$ cat src/rtl/qr_pkg.sv
// Shared types and constants for the ChaCha quarter-round engine.
// Holds the 32-bit word type, the engine state encoding, the rotation
// amounts and small rotate helpers used by the step datapath.
package qr_pkg;

  typedef logic [31:0] word_t;

  typedef enum logic [1:0] {
    IDLE = 2'd0,
    STEP = 2'd1,
    DONE = 2'd2
  } state_e;

  localparam int unsigned ROT16 = 16;
  localparam int unsigned ROT12 = 12;
  localparam int unsigned ROT8  = 8;
  localparam int unsigned ROT7  = 7;

  // Rotate right; amounts are always compile-time constants in [1,31]
  function automatic word_t rotr(input word_t x, input int unsigned r);
    return (x >> r) | (x << (32 - r));
  endfunction

  // Rotate left; amounts are always compile-time constants in [1,31]
  function automatic word_t rotl(input word_t x, input int unsigned r);
    return (x << r) | (x >> (32 - r));
  endfunction

endpackage

$ cat src/rtl/qr_inv_step.sv
// One half-step of the ChaCha quarter round, purely combinational.
// The default build only provides the inverse half-steps that unwind a
// forward quarter round. When QR_FWD_EN is defined an extra fwd_i input
// selects the forward half-steps instead, sharing the same step index.
module qr_inv_step
  import qr_pkg::*;
(
  input  word_t      a_i,
  input  word_t      b_i,
  input  word_t      c_i,
  input  word_t      d_i,
  input  logic [1:0] s_i,
`ifdef QR_FWD_EN
  input  logic       fwd_i,
`endif
  output word_t      a_o,
  output word_t      b_o,
  output word_t      c_o,
  output word_t      d_o
);

  logic fwd_sel;

`ifdef QR_FWD_EN
  assign fwd_sel = fwd_i;
`else
  assign fwd_sel = 1'b0;
`endif

  // Every step reads only the current words, so the "new" B or D that the
  // following subtraction/XOR needs is simply the value in the register.
  always_comb begin
    word_t sum;
    a_o = a_i;
    b_o = b_i;
    c_o = c_i;
    d_o = d_i;
    sum = '0;
    if (fwd_sel) begin
      case (s_i)
        2'd0: begin
          sum = a_i + b_i;
          a_o = sum;
          d_o = rotl(d_i ^ sum, ROT16);
        end
        2'd1: begin
          sum = c_i + d_i;
          c_o = sum;
          b_o = rotl(b_i ^ sum, ROT12);
        end
        2'd2: begin
          sum = a_i + b_i;
          a_o = sum;
          d_o = rotl(d_i ^ sum, ROT8);
        end
        default: begin
          sum = c_i + d_i;
          c_o = sum;
          b_o = rotl(b_i ^ sum, ROT7);
        end
      endcase
    end else begin
      case (s_i)
        2'd0: begin
          b_o = rotr(b_i, ROT7) ^ c_i;
          c_o = c_i - d_i;
        end
        2'd1: begin
          d_o = rotr(d_i, ROT8) ^ a_i;
          a_o = a_i - b_i;
        end
        2'd2: begin
          b_o = rotr(b_i, ROT12) ^ c_i;
          c_o = c_i - d_i;
        end
        default: begin
          d_o = rotr(d_i, ROT16) ^ a_i;
          a_o = a_i - b_i;
        end
      endcase
    end
  end

endmodule

$ cat src/rtl/qr_inv_iter.sv
// Iterative ChaCha inverse quarter-round engine.
// Accepts four words, applies 4*ITER inverse half-steps (one per clock) on
// an internal working register, then presents the recovered words until the
// consumer takes them. Optional macro QR_FWD_EN adds a fwd input that,
// captured at acceptance, runs the forward quarter round instead.
module qr_inv_iter
  import qr_pkg::*;
#(
  parameter int unsigned ITER = 1
) (
  input  logic        clk,
  input  logic        rst_n,
  input  logic        in_valid,
  output logic        in_ready,
  input  logic [31:0] a_in,
  input  logic [31:0] b_in,
  input  logic [31:0] c_in,
  input  logic [31:0] d_in,
`ifdef QR_FWD_EN
  input  logic        fwd,
`endif
  output logic        out_valid,
  input  logic        out_ready,
  output logic [31:0] a_out,
  output logic [31:0] b_out,
  output logic [31:0] c_out,
  output logic [31:0] d_out
);

  localparam int unsigned STEPS = 4 * ITER;
  localparam int unsigned CNT_W = $clog2(STEPS);
  localparam logic [CNT_W-1:0] LAST = CNT_W'(STEPS - 1);

  state_e           state_q;
  logic [CNT_W-1:0] cnt_q;
  word_t            a_q, b_q, c_q, d_q;
  word_t            a_d, b_d, c_d, d_d;
  logic             out_valid_q;
  logic             in_ready_q;
`ifdef QR_FWD_EN
  logic             fwd_q;
`endif

  qr_inv_step u_step (
    .a_i   (a_q),
    .b_i   (b_q),
    .c_i   (c_q),
    .d_i   (d_q),
    .s_i   (cnt_q[1:0]),
`ifdef QR_FWD_EN
    .fwd_i (fwd_q),
`endif
    .a_o   (a_d),
    .b_o   (b_d),
    .c_o   (c_d),
    .d_o   (d_d)
  );

  // Control FSM plus working register: load on accept, step until the last
  // half-step, then hold the result until the consumer takes it.
  always_ff @(posedge clk or negedge rst_n) begin
    if (!rst_n) begin
      state_q     <= IDLE;
      cnt_q       <= '0;
      a_q         <= '0;
      b_q         <= '0;
      c_q         <= '0;
      d_q         <= '0;
      out_valid_q <= 1'b0;
      in_ready_q  <= 1'b1;
`ifdef QR_FWD_EN
      fwd_q       <= 1'b0;
`endif
    end else begin
      case (state_q)
        IDLE: begin
          if (in_valid) begin
            a_q        <= a_in;
            b_q        <= b_in;
            c_q        <= c_in;
            d_q        <= d_in;
            cnt_q      <= '0;
            in_ready_q <= 1'b0;
            state_q    <= STEP;
`ifdef QR_FWD_EN
            fwd_q      <= fwd;
`endif
          end
        end
        STEP: begin
          a_q   <= a_d;
          b_q   <= b_d;
          c_q   <= c_d;
          d_q   <= d_d;
          cnt_q <= cnt_q + CNT_W'(1);
          if (cnt_q == LAST) begin
            out_valid_q <= 1'b1;
            state_q     <= DONE;
          end
        end
        DONE: begin
          if (out_ready) begin
            out_valid_q <= 1'b0;
            in_ready_q  <= 1'b1;
            state_q     <= IDLE;
          end
        end
        default: begin
          out_valid_q <= 1'b0;
          in_ready_q  <= 1'b1;
          state_q     <= IDLE;
        end
      endcase
    end
  end

  assign in_ready  = in_ready_q;
  assign out_valid = out_valid_q;
  assign a_out     = a_q;
  assign b_out     = b_q;
  assign c_out     = c_q;
  assign d_out     = d_q;

endmodule

$ cat config.mk
export PLATFORM = sky130hd
export DESIGN_NAME = qr_inv_iter
export DESIGN_NICKNAME = d
export VERILOG_FILES = /design/src/rtl/qr_pkg.sv /design/src/rtl/qr_inv_step.sv /design/src/rtl/qr_inv_iter.sv
export SDC_FILE = /design/constraint.sdc
export NUM_CORES = 1
export LEC_CHECK = 0
export CORE_AREA = 3 3 232 143
export CTS_CLUSTER_SIZE = 20
export DETAILED_ROUTE_END_ITERATION = 6
export DIE_AREA = 0 0 235 146
export PLACE_DENSITY = 0.71
export SLEW_MARGIN = 20
export SYNTH_ARGS = -nofsm -noshare
export SYNTH_HDL_FRONTEND = slang
export SYNTH_HIERARCHICAL = 1
export SYNTH_SLANG_ARGS = --single-unit
$ cat constraint.sdc
create_clock -name clk -period 4.9 [get_ports clk]
set_clock_uncertainty 0.05 [all_clocks]
set_input_delay 1.225 -clock clk [delete_from_list [all_inputs] [get_ports clk]]
set_output_delay 1.225 -clock clk [all_outputs]
set_load 0.02 [all_outputs]
# Word level (Yosys, flattened, before mapping)
# Cells that the tools add are included.
[word_totals]
ff_bits = 134
out_inout_bits = 130
wordCells = 67
[classes]
addsub = 3
n_eq_ne = 11
mux = 24
bitwise = 10
n_reduce_logical = 11
[op_table]
columns = ["operator", "n"]
rows = [
  ["$pmux 32 s2", 6],
  ["$mux 32", 6],
  ["$xor 32x32->32", 4],
  ["$sub 32x32->32", 2],
  ["$or 16x32->32", 1],
  ["$or 20x32->32", 1],
  ["$or 24x32->32", 1],
  ["$or 25x32->32", 1],
  ["$reduce_and 3->1", 6],
  ["$ne 2x2->1 const B", 5],
  ["$mux 2", 4],
  ["$eq 2x2->1 const B", 3],
  ["$pmux 1 s3", 2],
  ["$pmux 2 s3", 1],
  ["$eq 2x1->1 const B", 2],
  ["$logic_not 2->1", 2],
  ["$mux 1", 4],
  ["$pmux 2 s2", 1],
  ["$ne 3x1->1 const B", 1],
  ["$add 2x1->2 const B", 1],
  ["$not 1->1", 2],
  ["$reduce_and 2->1", 1],
  ["$reduce_bool 2->1", 1],
  ["$reduce_or 2->1", 1],
]

# Longest topological paths before layout
# Gate-level depths: netlist (run 1).
[depth]
ltp_word = 4
depth_mapped = 14
ltp_nobuf = 14

# Cells and area by module
# Netlist (run 1), hierarchy kept.
[by_module_without_submodules]
columns = ["mod", "instances", "cells_each", "area_per_inst_um2"]
rows = [
  ["qr_inv_iter", 1, 612, 6540.0],
  ["qr_inv_step", 1, 878, 5881.9],
]

# Least setup slack after synthesis (run 1)
# OpenSTA, ideal clock, no wires.
[synth_path]
kind = "flip-flop to flip-flop"
start = "register a_q[0] (netlist: a_out[0])"
end = "register a_q[28] (netlist: a_out[28])"
setup_ns = 0.126
t_arrival_ns = 2.858
t_required_ns = 4.724
path_slack_ns = 1.865
path_stages_with_launch = 15
path_cell_list = "dfrtp_1 -> inv_1 -> ha_1 -> fa_1 -> nor2b_4 -> o211ai_2 -> a21oi_2 -> a2111oi_4 -> o21ai_2 -> nand3_1 -> a21oi_2 -> a2111oi_0 -> a211o_1 -> o22ai_1 -> nor2_1"
[synth_between]
elab_chain_len = 3
[synth_lines]
columns = ["item", "line", "rtl"]
rows = [
  ["from (decl)", "qr_inv_iter.sv:36", "word_t a_q, b_q, c_q, d_q;"],
  ["from (signal assigned)", "qr_inv_iter.sv:78", "a_q <= a_in;"],
  ["$sub 32x32->32", "qr_inv_step.sv:70, qr_inv_step.sv:78", ""],
  ["$mux 32", "-", ""],
  ["named net a_d[28]", "qr_inv_iter.sv:37", "word_t a_d, b_d, c_d, d_d;"],
  ["$pmux 32 s2", "qr_inv_iter.sv:75", "case (state_q)"],
]
# The timed path passes the listed nets, and every way through them passes these cells. The select of a mux whose other input is x is not followed.
# A chain may end at the register's enable or synchronous reset.

# Worst setup path in the final report (run 1)
[layout_path]
start = "register b_q[4] (netlist: b_out[4])"
end = "register a_q[29] (netlist: a_out[29])"
[layout_between]
elab_chain_len = 3
[layout_lines]
columns = ["item", "line", "rtl"]
rows = [
  ["from (decl)", "qr_inv_iter.sv:36", ""],
  ["from (signal assigned)", "qr_inv_iter.sv:79", "b_q <= b_in;"],
  ["$sub 32x32->32", "qr_inv_step.sv:70, qr_inv_step.sv:78", ""],
  ["$mux 32", "-", ""],
  ["named net a_d[29]", "qr_inv_iter.sv:37", ""],
  ["$pmux 32 s2", "qr_inv_iter.sv:75", ""],
]
# The timed path passes the listed nets, and every way through them passes these cells. The select of a mux whose other input is x is not followed.

==> metrics.txt, run 1 <==
total track usage=29.50%; Final Util=50.39%; vias in the first global route=12040; share of post-route cells with drive strength above 1=6.754%; syn_nets=1687; crit path launch=b_out[4]$_DFFE_PN0P_; max_slew headroom=25.21%; post-DP HPWL=38650 um; largest family of logic cells by synthesized area=compound AO/OA/AOI/OAI gates; hold path startpoint=out_valid$_DFFE_PN0P_; RD Place Congestion=0.9537; Cell Area, Placed=15070 sq um; initial antenna violation count=0; Nets=1872; Final period util=69.56%; most used cell, CP=nand2_1; post-synthesis async set-or-reset flop share=100.0%; Initial DRC Count=2022; Port Buffer Count=261; Final Max Tran Viols=0; cell family with most CP delay=compound AO/OA/AOI/OAI gates; clock insertion delay at the later pin of the skew report=0.45 ns; hold_buf cts=0; Routed Wire Length=52320 um; worst endpoint required time=5.18 ns; Post-synth EDFFs=0; synthesized area=12420 sq um; WP depth=13; Setup CP Type=flop to flop; die extent in y=146 um; setup TNS=0 ns; routed vias=13110; CTS buffer count=17; final setup fails=0; Std-Cell Rows=50; Slowest Stage Delay on Critical Path=0.51 ns; Arrival @ worst endpoint=3.69 ns; FILL cells=2994; vias per cell=6.232; FMAX=293.4 MHz; final hold slack=0.4908 ns; Die Wd=235 um; CP Capture Type=flop; status=completed; #FFs+latches synth=134; antenna cells=0; Post-Syn Instances=1490; Reg clk slew, reported paths=0.06 ns; die area=34310 sq um; first-pass GRT wire length=78100 um; gr ovfl total=0; worst-margin pin slew=1.122 ns; RSZ-0062 raised after global routing=no; top_reg_cell synth=dfrtp_1; Slowest-stage cell, CP=dfrtp_1; maxcap violations=0; area share of fa/ha/maj cells after synthesis=6.668%; Worst Hold Class=flop to flop; Synth Area per Inst=8.337 sq um; worst path bufs/invs=1; critical-path cell list=inv_1, ha_1, a21oi_1, nand2_1, o211ai_1, nand2_1, a41o_1, o21ai_1, o21ai_0, xnor2_1, mux2_2, o22ai_1, nor2_1; Post-CTS Setup Inserts=0; root buffer cell=clkbuf_16; Startpoint Class=flop; CTS tree=done; post-synthesis simple-gate area fraction=12.29%; worst hold path depth=2; Final ANT Viol Nets=0; Starting Density=39.95%; post-CTS sizing=0; reg-to-reg startpoint=b_out[4]$_DFFE_PN0P_; clk sinks=134; register area share after synthesis=27.00%; Pre-antenna DRT Iters=6; Reg2Reg Depth=13; post-synthesis compound-gate area fraction=30.74%; Ports=262; CP max FO=7; htree depth=4; Area Growth Syn to Fin=26.12%; Synth cell types=71; core area=31090 sq um; min cycle time layout=3.409 ns; post-synthesis xor/xnor area fraction=8.249%; DR DRC count=0; largest net degree at the start of global routing=194; final instance area=15670 sq um; warnings from Yosys=6; maximum buffer depth of the clock tree=2; mux contribution to synthesized area=7.524%; Hold Vio Cnt, Final=0; per-cell routed wire length=24.86 um
-- logic make-up after synthesis --
group	Yosys count
buffers and inverters	186
flip-flops	134
XOR/XNOR	117
AND/OR/NAND/NOR	364
adder cells (fa/ha/maj)	65
multiplexers	90
AO/OA/AOI/OAI	534
-- registers in the layout, indices dropped and copies added, names as in the netlist --
| name | count |
|---|---|
| state_q | 2 |
| b_out | 32 |
| c_out | 32 |
| a_out | 32 |
| d_out | 32 |
| out_valid | 1 |
| in_ready | 1 |
| cnt_q | 2 |
-- layout make-up --
class                      instances  area (sq um)  share of cell area (%)
tap                              416         520.5                   3.322
inverter                          76         286.5                   1.829
sequential                       134          3366                   21.48
clock inverter                    12         152.6                  0.9744
clock buffer                      20         446.7                   2.851
timing repair buffer             276          2751                   17.56
multi-input combinational       1170          8143                   51.98
-- Yosys cell counts (3+ instances only) --
| cell | instances | area share, % |
|---|---|---|
| nor2_1 | 166 | 5.0 |
| o31ai_1 | 8 | 0.48 |
| xor2_1 | 52 | 3.7 |
| buf_6 | 12 | 1.1 |
| o32ai_2 | 20 | 2.6 |
| or3_1 | 3 | 0.15 |
| a31oi_1 | 9 | 0.45 |
| nand4_1 | 9 | 0.45 |
| buf_4 | 22 | 1.3 |
| a21o_1 | 33 | 2.0 |
| mux2i_1 | 66 | 5.3 |
| nor3_1 | 9 | 0.36 |
| inv_1 | 76 | 2.3 |
| a21oi_2 | 5 | 0.35 |
| o21ai_2 | 3 | 0.21 |
| o32ai_1 | 108 | 7.6 |
| o21bai_1 | 8 | 0.48 |
| a21oi_1 | 50 | 2.0 |
| dfrtp_1 | 133 | 27 |
| nand2b_1 | 10 | 0.50 |
| mux2_2 | 23 | 2.1 |
| o21ai_0 | 110 | 4.4 |
| a211oi_1 | 6 | 0.36 |
| nor2b_1 | 6 | 0.30 |
| xnor2_1 | 65 | 4.6 |
| clkbuf_1 | 39 | 1.2 |
| buf_1 | 6 | 0.18 |
| o211ai_1 | 5 | 0.30 |
| o21a_1 | 8 | 0.48 |
| ha_1 | 63 | 6.3 |
| o22ai_1 | 131 | 6.6 |
| nand3_1 | 7 | 0.28 |
| and3_1 | 6 | 0.30 |
| o21ai_1 | 7 | 0.28 |
| nand2_1 | 136 | 4.1 |
| buf_2 | 29 | 1.2 |
-- metal layers --
metal  share of wire (%)  global-route usage [%]  routed length, um
met5                   0                       0                  0
met4                 2.6                   8.496               1346
met3                  12                   9.053               6303
met2                  40                   40.51              21020
met1                  45                   43.90              23650
-- cells in the final DEF (no fill, tap or decap), drive strengths merged, types with 11 or more instances in the layout --
cell type      netlist  final
clkdlybuf4s50        0    260
nor2               166    166
nand2              136    136
dfrtp              133    133
o22ai              131    131
o32ai              128    128
o21ai              120    120
inv                 76     76
mux2i               66     66
xnor2               65     65
ha                  63     63
a21oi               55     55
xor2                52     52
a21o                33     33
mux2                24     24
clkbuf              39     20
buf                 71     16
nand2b              11     11
-- worst paths after layout --
kind	end	slack [ns]
max reg2reg	a_out[29]$_DFFE_PN0P_	1.49
max	a_out[29]$_DFFE_PN0P_	1.49
min in group asynchronous	c_out[16]$_DFFE_PN0P_	0.79
min	out_valid$_DFFE_PN0P_	0.49
min reg2reg	out_valid$_DFFE_PN0P_	0.49
max in group asynchronous	cnt_q[1]$_DFFE_PN0P_	3.07
-- worst reg2reg max path: stages, from the launching register on --
cell and delay (ns):
dfrtp_1 0.51, inv_1 0.08, ha_1 0.37, a21oi_1 0.23
nand2_1 0.10, o211ai_1 0.18, nand2_1 0.14, a41o_1 0.32
o21ai_1 0.48, o21ai_0 0.22, xnor2_1 0.17, mux2_2 0.27
o22ai_1 0.11, nor2_1 0.07
-- metrics by stage --
step           worst slack, ns  instances
2_1_floorplan            1.865       1490
3_3_place_gp             1.371       2072
3_5_place_dp             1.422       2072
4_1_cts                  1.576       2104
5_1_grt                  1.248       2104
6_report                 1.491       2104
Power of run 1 is left out: the tool's default activity adds up to more than one toggle a clock period on the data nets, which glitch-free logic cannot reach.
==> run 2, diff against run 1 <==
Settings changed: PLACE_DENSITY 0.71 to 0.73.
Clock period 4.9 ns to 3.1 ns, I/O delays scaled along.
==> run 2 against run 1 <==
Compared with the run above: the flow now finishes with violations (setup timing); cell count is 6.8% higher; maximum frequency is 9.8% higher; routed wire length is 3.9% higher; critical path type unchanged; highest routed layer unchanged.
==> metrics.txt, run 2 (same netlist as run 1, synthesis figures left out) <==
Slowest-stage cell, CP=dfrtp_1; Ports=262; min cycle time layout=3.105 ns; Routed Wire Length=54360 um; most frequent cells in the layout=clkdlybuf4s50_1 (260), nor2_1 (166), buf_4 (148), nand2_1 (136), o22ai_1 (131); RD Place Congestion=1.004; Starting Density=39.95%; antenna cells=0; first-pass GRT wire length=80520 um; failing checks=setup timing; Slowest Stage Delay on Critical Path=0.38 ns; status=finished, violations left; Startpoint Class=flop; Arrival @ worst endpoint=3.38 ns; max_slew headroom=54.72%; maximum buffer depth of the clock tree=2; FILL cells=2828; die area=34310 sq um; Initial DRC Count=2053; per-cell routed wire length=24.18 um; Worst Hold Class=primary input to asynchronous set/reset pin; Final Max Tran Viols=0; worst endpoint required time=3.37 ns; Pre-antenna DRT Iters=6; cell family with most CP delay=compound AO/OA/AOI/OAI gates; register area=3366 sq um; grt met1 use=46.00%; post-route setup slack=-0.005201 ns; FMAX=322.0 MHz; final setup fails=1; core area=31090 sq um; Multi-input gate area=8227 sq um; grt peak-use layer=met1; maxcap violations=0; Die Wd=235 um; htree depth=4; largest net degree at the start of global routing=130; final instance area=16890 sq um; Area Growth Syn to Fin=35.94%; clk sinks=134; worst-margin pin slew=0.6793 ns; DR DRC count=0; worst path bufs/invs=1; met3 usage=8.920%; Hold Vio Cnt, Final=0; clock insertion delay at the later pin of the skew report=0.45 ns; vias per cell=6.139; routed vias=13800; CP max FO=6; Port Buffer Count=261; Setup CP Type=flop to flop; critical-path cell list=inv_1, ha_1, a21o_1, nand3_1, o21ai_1, o211ai_2, nand4_1, a41o_1, a31o_1, mux2_4, xor2_1, o22ai_1, nor2_1; die extent in y=146 um; post-DP HPWL=41270 um; most common cell after layout, fill and taps aside=clkdlybuf4s50_1; GR Layer Usage met2=41.91%; CP Capture Type=flop; Final ANT Viol Nets=0; Std-Cell Rows=50; root buffer cell=clkbuf_16; Reg clk slew, reported paths=0.06 ns; gr ovfl total=0; share of post-route cells with drive strength above 1=15.07%; initial antenna violation count=1; vias in the first global route=12680; Nets=2016; CTS tree=done; total track usage=30.36%; Final period util=100.2%; CTS buffer count=17; Cell Area, Placed=16230 sq um
run 2: path summary, 6_finish.rpt:
| check | start | end | slack (ns) | cells after the start |
|---|---|---|---|---|
| min reg2reg | out_valid$_DFFE_PN0P_ | out_valid$_DFFE_PN0P_ | 0.49 | 2 |
| max | d_out[6]$_DFFE_PN0P_ | c_out[31]$_DFFE_PN0P_ | -0.005 | 13 |
| min in group clk | out_valid$_DFFE_PN0P_ | out_valid$_DFFE_PN0P_ | 0.49 | 2 |
| min | rst_n | c_out[18]$_DFFE_PN0P_ | 0.22 | 1 |
| max in group asynchronous | rst_n | a_out[6]$_DFFE_PN0P_ | 1.95 | 2 |
| max reg2reg | d_out[6]$_DFFE_PN0P_ | c_out[31]$_DFFE_PN0P_ | -0.005 | 13 |
run 2: layout make-up:
class	count	share of cell area, %
multi-input cells	1170	48.72
repair buffers	420	23.36
flip-flops and latches	134	19.93
well taps	416	3.082
clock buffers	18	2.541
inverters	76	1.697
clock inverters	14	0.6669
run 2: per-layer routing:
metal  share of wire [%]  wire (um)  vias up
li1                    -          -     6224
met1                  46      25030     6601
met2                  40      21490      897
met3                  12       6741       79
met4                 2.0       1095        0
met5                   0          0        -
run 2: through the flow:
step	std cells	hold WS [ns]	TNS, ns	utilization [%]	worst slack, ns
finish	2248	0.2210	-0.005201	54.31	-0.005201
detailed placement	2212	0.4774	0	52.20	0.01304
floorplan	1490	0.4141	0	-	0.06541
CTS	2244	0.2275	0	53.97	0.06809
global route	2248	0.2517	-0.02127	54.31	-0.02127
global placement	2212	0.4561	0	52.20	0.08297
run 2: worst register-to-register path, cell delays in order, from the launching register on:
cell	delay, ns
dfrtp_1	0.38
inv_1	0.16
ha_1	0.33
a21o_1	0.25
nand3_1	0.12
o21ai_1	0.14
o211ai_2	0.20
nand4_1	0.14
a41o_1	0.32
a31o_1	0.24
mux2_4	0.30
xor2_1	0.15
o22ai_1	0.12
nor2_1	0.06
run 2: timing repair:
item / CTS / global route
setup endpoints to repair: 1 / 17
gates resized for setup: 1 / 19
hold buffers: 0 / 0
endpoints found under the hold margin: 0 / 0
setup buffers: 0 / 4
pin swaps: 0 / 9
Power of run 2 is left out for the same reason.
